## src/rtl/uart_frame_rx_pkg.sv

```systemverilog
// uart_frame_pkg: shared state type, default header/frame constants and slot address helper
package uart_frame_pkg;
  typedef enum logic [1:0] {IDLE, HDR1, SLOT, PAYLOAD} state_t;
  localparam logic [7:0]  DEF_SYNC0       = 8'hA5;
  localparam logic [7:0]  DEF_SYNC1       = 8'h5A;
  localparam int unsigned DEF_FRAME_BYTES = 307200;
  localparam int unsigned DEF_NUM_SLOTS   = 4;
  localparam logic [22:0] DEF_BASE_ADDR   = 23'h100000;
  localparam int unsigned DEF_TIMEOUT_CYC = 20000;
  function automatic logic [22:0] slot_base(input logic [1:0] slot, input logic [22:0] base,
                                            input int unsigned frame_bytes);
    return base + 23'(32'(slot) * frame_bytes);
  endfunction
endpackage

```

## src/rtl/uart_frame_rx_gap_timer.sv

```systemverilog
// uart_frame_rx_gap_timer: clearable saturating cycle counter with terminal-count flag
//   clk, rst : clock and synchronous active-high reset
//   i_clr    : clear the count this cycle
//   o_tc     : count has reached TIMEOUT_CYC (holds until cleared)
module uart_frame_rx_gap_timer #(
  parameter int unsigned TIMEOUT_CYC = 20000
) (
  input  logic clk,
  input  logic rst,
  input  logic i_clr,
  output logic o_tc
);
  localparam int W = $clog2(TIMEOUT_CYC + 1);
  logic [W-1:0] r_cnt;
  assign o_tc = r_cnt == W'(TIMEOUT_CYC);
  always_ff @(posedge clk) begin
    if (rst || i_clr) r_cnt <= '0;
    else if (!o_tc) r_cnt <= r_cnt + 1'b1;
  end
endmodule

```

## src/rtl/uart_frame_rx.sv

```systemverilog
// uart_frame_rx: parses A5 5A <slot> headers and streams FRAME_BYTES payload bytes to an SDRAM write port
//   rx_data/rx_valid      : bytes from the UART receiver
//   wr_full               : write FIFO cannot take a word; a payload byte arriving then aborts the frame
//   wr_data/wr_valid      : payload write words {8'h00, byte}
//   wr_load/wr_base_addr  : reload pulse and base address of the selected slot
//   cur_slot, byte_count  : slot and payload progress of the current/last frame
//   busy, frame_done, frame_err, frames_rx : status for the display/processor side
module uart_frame_rx
  import uart_frame_pkg::*;
#(
  parameter int unsigned FRAME_BYTES = DEF_FRAME_BYTES,
  parameter logic [7:0]  SYNC0       = DEF_SYNC0,
  parameter logic [7:0]  SYNC1       = DEF_SYNC1,
  parameter int unsigned NUM_SLOTS   = DEF_NUM_SLOTS,
  parameter logic [22:0] BASE_ADDR   = DEF_BASE_ADDR,
  parameter int unsigned TIMEOUT_CYC = DEF_TIMEOUT_CYC
) (
  input  logic        clk,
  input  logic        rst,
  input  logic [7:0]  rx_data,
  input  logic        rx_valid,
  input  logic        wr_full,
  output logic [15:0] wr_data,
  output logic        wr_valid,
  output logic        wr_load,
  output logic [22:0] wr_base_addr,
  output logic [1:0]  cur_slot,
  output logic [18:0] byte_count,
  output logic        busy,
  output logic        frame_done,
  output logic        frame_err,
  output logic [7:0]  frames_rx
);
  state_t r_state, w_next;
  logic w_tc, w_load, w_wr, w_done, w_err;
  wire w_slot_ok = rx_data < 8'(NUM_SLOTS);
  wire w_last    = byte_count == 19'(FRAME_BYTES - 1);
  uart_frame_rx_gap_timer #(.TIMEOUT_CYC(TIMEOUT_CYC)) u_gap (
    .clk   (clk),
    .rst   (rst),
    .i_clr (rx_valid || r_state == IDLE),
    .o_tc  (w_tc)
  );
  always_ff @(posedge clk) begin
    if (rst) r_state <= IDLE;
    else r_state <= w_next;
  end
  always_comb begin
    w_next = r_state;
    w_load = 1'b0;
    w_wr   = 1'b0;
    w_done = 1'b0;
    w_err  = 1'b0;
    case (r_state)
      IDLE: w_next = (rx_valid && rx_data == SYNC0) ? HDR1 : IDLE;
      HDR1: if (rx_valid) w_next = rx_data == SYNC1 ? SLOT : rx_data == SYNC0 ? HDR1 : IDLE;
      SLOT: if (rx_valid) begin
        w_load = w_slot_ok;
        w_err  = !w_slot_ok;
        w_next = w_slot_ok ? PAYLOAD : IDLE;
      end
      PAYLOAD: if (rx_valid) begin
        w_wr   = !wr_full;
        w_err  = wr_full;
        w_done = !wr_full && w_last;
        w_next = (wr_full || w_last) ? IDLE : PAYLOAD;
      end
      default: w_next = IDLE;
    endcase
    // a byte arriving on the limit cycle wins, so the timeout only fires on a quiet cycle
    if (r_state != IDLE && !rx_valid && w_tc) begin
      w_err  = 1'b1;
      w_next = IDLE;
    end
  end
  always_ff @(posedge clk) begin
    if (rst) begin
      wr_data      <= '0;
      wr_valid     <= 1'b0;
      wr_load      <= 1'b0;
      wr_base_addr <= BASE_ADDR;
      cur_slot     <= '0;
      byte_count   <= '0;
      busy         <= 1'b0;
      frame_done   <= 1'b0;
      frame_err    <= 1'b0;
      frames_rx    <= '0;
    end else begin
      wr_valid   <= w_wr;
      wr_load    <= w_load;
      frame_done <= w_done;
      frame_err  <= w_err;
      busy       <= w_next != IDLE;
      if (w_wr) wr_data <= {8'h00, rx_data};
      if (w_load) begin
        cur_slot     <= rx_data[1:0];
        wr_base_addr <= slot_base(rx_data[1:0], BASE_ADDR, FRAME_BYTES);
        byte_count   <= '0;
      end else if (w_wr) byte_count <= byte_count + 19'd1;
      if (w_done) frames_rx <= frames_rx + 8'd1;
    end
  end
endmodule

```

## config.mk

```make
export PLATFORM = sky130hd
export DESIGN_NAME = uart_frame_rx
export DESIGN_NICKNAME = d
export VERILOG_FILES = /design/src/rtl/uart_frame_rx_pkg.sv /design/src/rtl/uart_frame_rx_gap_timer.sv /design/src/rtl/uart_frame_rx.sv
export SDC_FILE = /design/constraint.sdc
export NUM_CORES = 1
export LEC_CHECK = 0
export BUFFER_PORTS_ARGS = -buffer_cell sky130_fd_sc_hd__buf_2
export CAP_MARGIN = 40
export CORE_ASPECT_RATIO = 1.25
export CORE_MARGIN = 2
export CORE_UTILIZATION = 55
export DETAILED_ROUTE_END_ITERATION = 10
export PLACE_DENSITY = 0.92
export SLEW_MARGIN = 20
export SYNTH_ARGS = -nofsm -noshare
export SYNTH_HDL_FRONTEND = slang
export SYNTH_SLANG_ARGS = --single-unit
```

## constraint.sdc

```tcl
create_clock -name clk -period 5.5 [get_ports clk]
set_input_delay 0 -clock clk [delete_from_list [all_inputs] [get_ports clk]]
set_output_delay 0 -clock clk [all_outputs]
set_load 0.02 [all_outputs]
```

### After elaboration in Yosys (flattened, before gate mapping)

Index checks and enable logic that the tools add are counted.

| operators by class | value |
|---|---|
| eq/ne operators | 7 |
| magnitude comparators | 1 |
| add/subtract/negate cells | 4 |
| $mul | 1 |
| reduce and logical (&&, ||, !) cells | 14 |
| muxes and demuxes | 20 |

Operators with widths:

| cell | number |
|---|---|
| $add 21x21->22 const A | 1 |
| $add 19x1->19 const B | 1 |
| $eq 19x19->1 const B | 1 |
| $add 15x1->15 const B | 1 |
| $eq 15x15->1 const B | 1 |
| $mux 2 | 7 |
| $mux 1 | 11 |
| $mul 2x7->9 const B | 1 |
| $add 8x1->8 const B | 1 |
| $eq 8x7->1 const B | 1 |
| $eq 8x8->1 const B | 1 |
| $lt 8x3->1 const B | 1 |
| $pmux 2 s4 | 1 |
| $eq 2x2->1 const B | 2 |
| $logic_and 1x1->1 | 4 |
| $reduce_bool 2->1 | 2 |
| $logic_not 1->1 | 3 |
| $logic_or 1x1->1 | 3 |
| $eq 2x1->1 const B | 1 |
| $logic_not 2->1 | 1 |
| $pmux 1 s2 | 1 |
| $reduce_or 2->1 | 1 |

| word-level totals | value |
|---|---|
| output and inout bits | 73 |
| register bits | 82 |
| word-level logic and storage cells | 59 |
| input port bits | 12 |

### Logic depth before layout (Yosys ltp)

Gate-level depths: netlist of run 1.

| depth | value |
|---|---|
| word-level depth | 7 |
| depth in mapped cells | 8 |
| mapped depth without buffers | 7 |

### Modules after synthesis

A second synthesis of run 1 with hierarchy kept.

| unflattened totals | value |
|---|---|
| cell total of the unflattened synthesis | 384 |
| area total of the unflattened synthesis | 3315.7 sq um |

Modules (own cells, without submodules):

| module | cells an instance | seq. area each (sq um) | times used | area an instance (sq um) |
|---|---|---|---|---|
| uart_frame_rx | 293 | 960.9 | 1 | 2517.4 |
| uart_frame_rx_gap_timer | 91 | 300.3 | 1 | 798.3 |

### Worst setup path before layout of run 1

Ideal clock, no wire load.

| timing path | value |
|---|---|
| path kind | register -> register |
| start | register byte_count[0] |
| end | register busy |
| path buffers | 0 |
| path slack | 3.523 ns |
| clock period less this slack | 1.977 ns |
| arrival time | 1.842 ns |
| stages on the path, launching flop included | 7 |
| library setup time | 0.135 ns |
| data required time | 5.365 ns |
| cell sequence | dfxtp_1 -> ha_1 -> nand4bb_1 -> nor3_1 -> a31oi_1 -> o41ai_1 -> a21oi_1 |

| between the ends | value |
|---|---|
| word-level cells in the longest chain between the ends | 7 |

RTL lines:

| item | line | RTL |
|---|---|---|
| from (decl) | uart_frame_rx.sv:28 | `output logic [18:0] byte_count,` |
| from (signal assigned) | uart_frame_rx.sv:99 | `end else if (w_wr) byte_count <= byte_count + 19'd1;` |
| $eq 19x19->1 | uart_frame_rx.sv:37 | `wire w_last = byte_count == 19'(FRAME_BYTES - 1);` |
| $logic_or 1x1->1 | uart_frame_rx.sv:66 | `w_next = (wr_full \|\| w_last) ? IDLE : PAYLOAD;` |
| $mux 2 | uart_frame_rx.sv:66 |  |
| $mux 2 | uart_frame_rx.sv:62 | `PAYLOAD: if (rx_valid) begin` |
| $pmux 2 s4 | uart_frame_rx.sv:54 | `case (r_state)` |
| $mux 2 | uart_frame_rx.sv:71 | `if (r_state != IDLE && !rx_valid && w_tc) begin` |
| $reduce_bool 2->1 | uart_frame_rx.sv:93 | `busy <= w_next != IDLE;` |
| to (signal assigned) | uart_frame_rx.sv:84 | `busy <= 1'b0;` |
| to (signal assigned) | uart_frame_rx.sv:93 |  |
| to (decl) | uart_frame_rx.sv:29 | `output logic busy,` |

Every way passes these cells.
A chain may end at the register's enable or synchronous reset.

### Worst setup path in the final report of run 1

| timing path | value |
|---|---|
| start | register r_state[0] |
| end | register frames_rx[7] |

| between the ends | value |
|---|---|
| word-level cells in the longest chain between the ends | 2 |

RTL lines:

| item | line | RTL |
|---|---|---|
| from (decl) | uart_frame_rx.sv:34 | `state_t r_state, w_next;` |
| from (signal assigned) | uart_frame_rx.sv:46 | `else r_state <= w_next;` |
| $eq 2x2->1 | uart_frame_rx.sv:54 |  |
| $mux 1 | uart_frame_rx.sv:54 |  |
| to (signal assigned) | uart_frame_rx.sv:100 | `if (w_done) frames_rx <= frames_rx + 8'd1;` |
| to (decl) | uart_frame_rx.sv:32 | `output logic [7:0] frames_rx` |

Every way passes these cells.

==> results by group, run 1 <==
Run status
  – Status: finished, final reports clean

Clock network
  – CTS H-tree lvls: 3
  – Num CTS Buffers: 9
  – CTS tree: built
  – CTS sink count: 63
  – Root buffer cell: clkbuf_8
  – Clock latency on the worst-skew pair: about 350 ps
  – Postcts setup bufs: 0
  – Post-cts resize count: 0
  – Hold Buf Count CTS: 8
  – Worst-path clk slew: 60 ps
  – Clock Tree Buf Depth: 2

Placed design
  – Port Buf Inserts: about 60
  – Pre-CTS setup slack: ~3200 ps
  – Final GP Congestion: about 0.83
  – Placed cells: 462
  – Placed Area: between 3000 and 4000 sq um
  – Final HPWL DP: around 4.5 mm

Route
  – DRT iter0 DRCs: approximately 120
  – Vias: between 2000 and 3000
  – Post-DR wirelength/cell: between 10 and 15 microns
  – Via density: 5.19
  – Final ANT Viol Nets: 0
  – Drt total wl: around 6.2 mm
  – Detailed Routing Iterations Pass 1: 6
  – DRC viols: 0

Setup path
  – CP max FO: 17
  – R2R Path End: frames_rx[7]
  – Worst setup SP type: register
  – Reg2Reg Launch Point: r_state[0]
  – Crit path kind: register to register
  – CP Cell Sequence: nand4b_2, nor3_1, nand3_1, or3_1, a21oi_1
  – CP top delay family: simple AND/OR/NAND/NOR gates
  – Worst path max stage delay: 590 ps
  – Req. time, crit path: 5770 ps
  – CP bufs+invs: 0
  – Reg2Reg Setup Slack: between 3000 and 4000 ps
  – Slowest cell on the critical path: nor3_1
  – Critical Path AT: roughly 2600 ps
  – R2R depth: 5
  – Crit path capture type: register

Power
  – Pwr dens: roughly 260 nW/um^2
  – Max IR drop VDD: approximately 0.00021 V
  – P_leak: 1.52 nW

STA
  – Fmax: around 0.43 GHz
  – Max Slew Vio Count: 0
  – Slew @ Worst Pin: between 700 and 800 ps
  – Final Hold Fails: 0
  – Final WS setup: approximately 3200 ps
  – Slew HR: between 40 and 50%
  – Crit path time final: ~2300 ps
  – Final Cycle Share: between 40% and 50%
  – RSZ-0062 raised after global routing: false
  – Setup Viol. Count Final: 0
  – Final worst clock skew: 5.60 ps
  – Setup_tns: 0 ps

Logic synthesis
  – Ys async rst share: 0%
  – Cell count after synthesis: ~350
  – Netlist cell types: between 40 and 50
  – Ys Warns: 0
  – Synth Area per Inst: ~8.6 sq um
  – Synthesized area: slightly above 3000 sq um
  – Seq cells post-synth: 63
  – Register area share after synthesis: between 40% and 50%
  – Main flop type after synthesis: dfxtp_1
  – EDFF count, synth: 0

Die
  – Initial core utilization: 56.6%
  – # IOs: 85
  – Number of core rows: 30
  – Die X-Extent: slightly above 70 microns
  – Core footprint: approximately 5400 sq um
  – Die area: 6140 sq um
  – Die Span Y: between 80 and 90 microns

GRT
  – Total track usage: a little over a fifth
  – Largest net degree at the start of global routing: 30
  – Number of global-route vias before repair: between 2000 and 2500
  – Remaining global-route overflow: 0
  – Global-route wire length before repair: roughly 10 mm
  – Initial antenna violation count: 0

Layout
  – Finished Cell Area: around 3500 sq um
  – Layout cell share with drive strength beyond 1: approximately a fifth
  – Final-stage net count: 438
  – Fill count: approximately 420
  – Commonest non-fill, non-tap cell in the layout: dfxtp_1
  – # diodes: 0
  – Most frequent cells in the layout: dfxtp_1 (63), buf_2 (61), nor2_1 (56)
  – P&R area growth vs syn: 16.4%
  – Non-Filler Instances: between 400 and 500

Min path
  – Hold Startpoint: rx_valid
  – Hold path cells: 3
  – Worst Hold Endpoint: busy
  – Hold Crit Class: input port to register

Job
  – Max Cap Viol: 0
cell families after synthesis:
group / Yosys count / synth area share, %
fa+ha+maj: 8 / 3.29
other cells: 2 / 0.247
xor+xnor: 34 / 9.80
buf+inv: 50 / 10.7
mux: 7 / 2.31
compound gates: 30 / 5.60
flops: 63 / 41.5
simple gates: 160 / 26.5
registers in the layout, summed over array words and instances (netlist names):
signal,count
byte_count,19
r_state,2
frames_rx,8
busy,1
frame_done,1
wr_load,1
wr_base_addr,5
wr_data,8
wr_valid,1
frame_err,1
u_gap.r_cnt,15
cur_slot,1
layer usage:
layer / up-vias / part of all wire, % / track usage [%]
met5: - / 0 / 0
met4: 0 / 2.0 / 9.27
met3: 9 / 6.4 / 7.87
met2: 79 / 50 / 34.5
met1: 1173 / 42 / 24.6
li1: 1265 / - / -
layout make-up:
class,count,area (sq um),share of cell area [%]
clock inverter,2,35.0,0.990
timing repair buffer,71,398,11.2
clock buffer,14,193,5.45
inverter,11,41.3,1.17
sequential,63,1260,35.6
multi-input combinational,262,1530,43.2
tap,64,80.1,2.26
worst max path at each step:
| stage | start | to | slack [ps] | cells after the start |
|---|---|---|---|---|
| after floorplan | byte_count[0] | busy | 3520 | 6 |
| final | r_state[0] | frames_rx[7] | 3160 | 5 |
| after global placement | byte_count[0] | busy | 3350 | 6 |
| after CTS | r_state[0] | byte_count[15] | 3120 | 5 |
| after global routing | r_state[0] | frames_rx[6] | 2990 | 5 |
| after detailed placement | r_state[0] | byte_count[13] | 3200 | 5 |
cells in the mapped netlist, types with 2 or more instances:
master / count / area (sq um)
and3_1: 7 / 43.8
nand3_1: 17 / 85.1
xnor2_1: 17 / 149
conb_1: 2 / 7.51
nand2b_1: 2 / 12.5
inv_1: 11 / 41.3
nand4bb_1: 2 / 22.5
or3_1: 5 / 31.3
nor4b_1: 4 / 35.0
mux2i_1: 7 / 70.1
buf_2: 2 / 10.0
nor4_1: 3 / 18.8
a21oi_1: 17 / 85.1
xor2_1: 17 / 149
nor2_1: 56 / 210
nand2_1: 31 / 116
clkbuf_1: 6 / 22.5
and2_1: 2 / 12.5
o21ai_0: 6 / 30.0
buf_4: 27 / 203
nor3_1: 10 / 50.1
dfxtp_1: 63 / 1260
ha_1: 8 / 100
nand4_1: 9 / 56.3
worst reg2reg max path, delay by kind of cell (launching register included):
family,cells,cell delay (ps)
AOI/OAI and AO/OA,1,150
DFF,1,480
and+or+nand+nor,4,1620
report_power, final:
group | switching (mW) | total [mW] | internal [mW]
sequential | 0.0000522 | 0.456 | 0.456
combinational | 0.0266 | 0.0362 | 0.00958
clock | 0.172 | 0.442 | 0.270
per-stage QoR:
step | hold slack [ps] | power, mW | utilization, %
after global placement | 265 | 0.498 | 60.1
after CTS | 85.1 | 0.941 | 65.8
after global routing | 104 | 0.963 | 65.9
after floorplan | 136 | 0.505 | -
after detailed placement | 269 | 0.498 | 60.1
final | 97.9 | 0.935 | 65.9
No activity file was read; power rests on OpenSTA's default activity.
==> inputs of run 2 (changes only) <==
--- a/config.mk
+++ b/config.mk
@@ -5,13 +5,14 @@
 export SDC_FILE = /design/constraint.sdc
 export NUM_CORES = 1
 export LEC_CHECK = 0
+export ABC_AREA = 1
 export BUFFER_PORTS_ARGS = -buffer_cell sky130_fd_sc_hd__buf_2
 export CAP_MARGIN = 40
 export CORE_ASPECT_RATIO = 1.25
 export CORE_MARGIN = 2
-export CORE_UTILIZATION = 55
+export CORE_UTILIZATION = 47
 export DETAILED_ROUTE_END_ITERATION = 10
-export PLACE_DENSITY = 0.92
+export PLACE_DENSITY = 0.84
 export SLEW_MARGIN = 20
 export SYNTH_ARGS = -nofsm -noshare
 export SYNTH_HDL_FRONTEND = slang
==> constraint.sdc (replaced) <==
create_clock -name clk -period 2.1 [get_ports clk]
set_input_delay 0 -clock clk [delete_from_list [all_inputs] [get_ports clk]]
set_output_delay 0 -clock clk [all_outputs]
set_load 0.02 [all_outputs]
==> run 2 against run 1 <==
Sequential cell count stayed put. Register-to-register slack worse by 2900 ps. Sequential power grew to 2.6 times the previous value. Clock skew is 1.1 ps higher. Synthesized cell count is 23% higher. Hold slack worse by 96 ps. First-iteration DRC count is 23% higher. Cell area is 4.2% higher. Critical path type unchanged.
==> results by group, run 2 <==
Clock network
  – Root buffer cell: clkbuf_8
  – Worst-path clk slew: 70 ps (about the same)
  – Post-cts resize count: 0 (unchanged)
  – Clock Tree Buf Depth: 2 (unchanged)
  – Hold Buf Count CTS: 8 (unchanged)
  – Postcts setup bufs: 0 (unchanged)
  – CTS H-tree lvls: 3 (unchanged)
  – Num CTS Buffers: 9 (unchanged)
  – Clock latency on the worst-skew pair: 350 ps (about the same)
  – CTS tree: built
  – CTS sink count: 63 (unchanged)

Logic synthesis
  – Count leader, synth: nand2_1
  – Cell accounting for the most synthesized area: dfxtp_1
  – Synthesized area: 3150 sq um (+3.6%)
  – Cell count after synthesis: 435 (+23%)
  – Commonest cells post-synth: nand2_1 (81), dfxtp_1 (63), inv_1 (59), nor2_1 (48), o21ai_0 (33)
  – Post-synth top area share: 40.1% (-1.4 points)
  – Netlist cell types: 33 (-30%)
  – Main flop type after synthesis: dfxtp_1
  – Top post-synthesis cells by area: dfxtp_1 (40%), nand2_1 (9.7%), inv_1 (7.0%), buf_4 (6.4%), nor2_1 (5.7%)
  – EDFF count, synth: 0 (unchanged)
  – Ys async rst share: 0% (unchanged)
  – Seq cells post-synth: 63 (unchanged)
  – Register area share after synthesis: 40.1% (-1.4 points)
  – Ys Warns: 0 (unchanged)
  – Synth Area per Inst: 7.24 sq um (-16%)

STA
  – RSZ-0062 raised after global routing: false
  – Final Cycle Share: 87.7% (+45 points)
  – Final worst clock skew: 6.70 ps (+1.10 ps)
  – Final Hold Fails: 0 (unchanged)
  – Fmax: 0.543 GHz (+27%)
  – Setup_tns: 0 ps (unchanged)
  – Setup Viol. Count Final: 0 (unchanged)
  – Crit path time final: 1840 ps (-499 ps)
  – WHS: 2.32 ps (-95.5 ps)
  – Max Slew Vio Count: 0 (unchanged)

Placed design
  – Port Buf Inserts: 61 (unchanged)
  – Final GP Congestion: 0.892 (+8.1%)
  – Final HPWL DP: 5.07 mm (+13%)

Power
  – P_leak: 1.72 nW (+13%)
  – Sequential share of power: 52.0% (+3.2 points)
  – Clock power share: 43.6% (-3.7 points)
  – P_int: 1.75 mW (+140%)
  – Switching Fraction: 24.0% (+2.7 points)
  – Power share of the combinational group: 4.4% (+0.5 points)
  – Net switching power: 0.550 mW (+180%)
  – Max IR drop VDD: 0.000530 V (+150%)
  – Pwr dens: 622 nW/um^2 (+140%)

Job
  – Max Cap Viol: 0 (unchanged)

Die
  – Number of core rows: 33 (+10%)
  – Core footprint: 6520 sq um (+22%)
  – Die Span Y: 95.5 microns (+9.6%)
  – Initial core utilization: 48.3% (-8.4 points)
  – # IOs: 85 (unchanged)
  – Die X-Extent: 77.2 microns (+9.5%)
  – Die area: 7370 sq um (+20%)

Layout
  – Largest register by flop count: byte_count
  – Final-stage net count: 522 (+19%)
  – Number of flip-flops under the largest register name: 19 (unchanged)
  – Most frequent cells in the layout: nand2_1 (81), dfxtp_1 (63), buf_2 (61)
  – # diodes: 0 (unchanged)
  – Final Core Density: 56.5% (-9.4 points)
  – P&R area growth vs syn: 17.1%
  – Commonest non-fill, non-tap cell in the layout: nand2_1
  – Layout cell share with drive strength beyond 1: 18.1% (-1.9 points)
  – Largest regs: byte_count (19), u_gap.r_cnt (15)

Setup path
  – Worst path max stage delay: 390 ps (-200 ps)
  – Crit path kind: register to register
  – Most used cell, CP: nand2_1
  – Crit path capture type: register
  – Reg2Reg Launch Point: u_gap.r_cnt[0]
  – Reg2Reg Setup Slack: 260 ps (-2900 ps)
  – CP max FO: 5 (-12)
  – Critical path origin: u_gap.r_cnt[0]
  – Worst setup SP type: register
  – Req. time, crit path: 2340 ps (-3430 ps)
  – CP Cell Sequence: ha_1, nand3_1, nor3_1, nand2_1, nor2_1, nand2_1, o21ai_0, a21oi_1
  – Critical Path AT: 2080 ps (-530 ps)
  – R2R Path End: u_gap.r_cnt[10]
  – Slowest cell on the critical path: dfxtp_1
  – R2R depth: 8 (+3)

Route
  – Detailed Routing Iterations Pass 1: 4 (-2)
  – Vias: 2879 (+14%)
  – Drt total wl: 6.83 mm (+9.4%)
  – DRT iter0 DRCs: 152 (+23%)
  – Via density: 4.85 (-6.6%)
  – DRC viols: 0 (unchanged)
  – Final ANT Viol Nets: 0 (unchanged)
  – Post-DR wirelength/cell: 11.5 microns (-10%)

GRT
  – Number of global-route vias before repair: 2735 (+19%)
  – Initial antenna violation count: 0 (unchanged)
  – Total track usage: 19.3% (-1.7 points)
  – Remaining global-route overflow: 0 (unchanged)
  – Global-route wire length before repair: 11.4 mm (+13%)
  – Largest net degree at the start of global routing: 18 (-40%)

Run status
  – Status: finished, final reports clean

Min path
  – Hold Startpoint: rx_data[1]
  – Hold Crit Class: input port to register
  – Worst Hold Endpoint: wr_base_addr[13]
  – Hold path cells: 3 (unchanged)
==> run 2: changes by cell type after synthesis, sizes merged, moves of 6 or more <==
cell,before,now
nor3,10,16
o21ai,6,33
a21oi,17,31
mux2i,7,0
and3,7,0
or3,7,0
inv,11,59
xor2,17,4
nand2,31,85
xnor2,17,2
==> run 2: worst max path at each step <==
stage                           end  slack, ps  cells after the start
floorplan              frames_rx[4]        450                      8
global placement    u_gap.r_cnt[10]        420                      8
detailed placement  u_gap.r_cnt[10]        300                      8
CTS                 u_gap.r_cnt[10]        290                      8
global route        u_gap.r_cnt[10]         30                      8
finish              u_gap.r_cnt[10]        260                      8
==> run 2: critical path, delay by kind of cell, from the launching register on <==
family | cells | cell delay (ps)
compound gates | 2 | 200
fa+ha+maj | 1 | 220
simple gates | 5 | 900
flops | 1 | 390
==> run 2: logic make-up after synthesis <==
group | Yosys count | share of synthesized area [%]
AOI/OAI and AO/OA | 70 | 11.5
xor gates and xnor gates | 6 | 1.67
adders and majority gates | 8 | 3.18
buffers and inverters | 94 | 14.5
DFF | 63 | 40.1
other | 2 | 0.239
and+or+nand+nor | 192 | 28.8
==> run 2: through the flow <==
| step | cells | area, sq um | setup WS (ps) | power (mW) |
|---|---|---|---|---|
| after floorplan | 456 | 3230 | 448 | 1.32 |
| after global placement | 570 | 3410 | 416 | 1.31 |
| after detailed placement | 570 | 3410 | 302 | 1.31 |
| after CTS | 594 | 3690 | 289 | 2.31 |
| after global routing | 594 | 3690 | 25.0 | 2.37 |
| final | 594 | 3690 | 259 | 2.30 |
==> run 2: cell type report <==
| class | instances | area, sq um |
|---|---|---|
| well taps | 87 | 109 |
| clock buffers | 12 | 165 |
| flip-flops and latches | 63 | 1260 |
| multi-input cells | 299 | 1510 |
| repair buffers | 70 | 393 |
| inverters | 59 | 221 |
| fillers | 628 | 2840 |
| clock inverters | 4 | 28.8 |
==> run 2: power groups by stage <==
stage                     Clock [mW]  Combinational (mW)  Sequential (mW)
after floorplan                    0              0.0960             1.22
after detailed placement           0              0.0879             1.22
after global routing            1.06               0.113             1.19
final                           1.00               0.101             1.19
after global placement             0              0.0875             1.22
after CTS                       1.02               0.100             1.19
==> run 2: per-layer routing <==
layer	GRT usage [%]	wire length (microns)	vias to the layer above
met2	36.4	3490	63
met3	4.83	324	10
li1	-	-	1479
met5	0	0	-
met1	20.2	2900	1327
met4	8.63	114	0
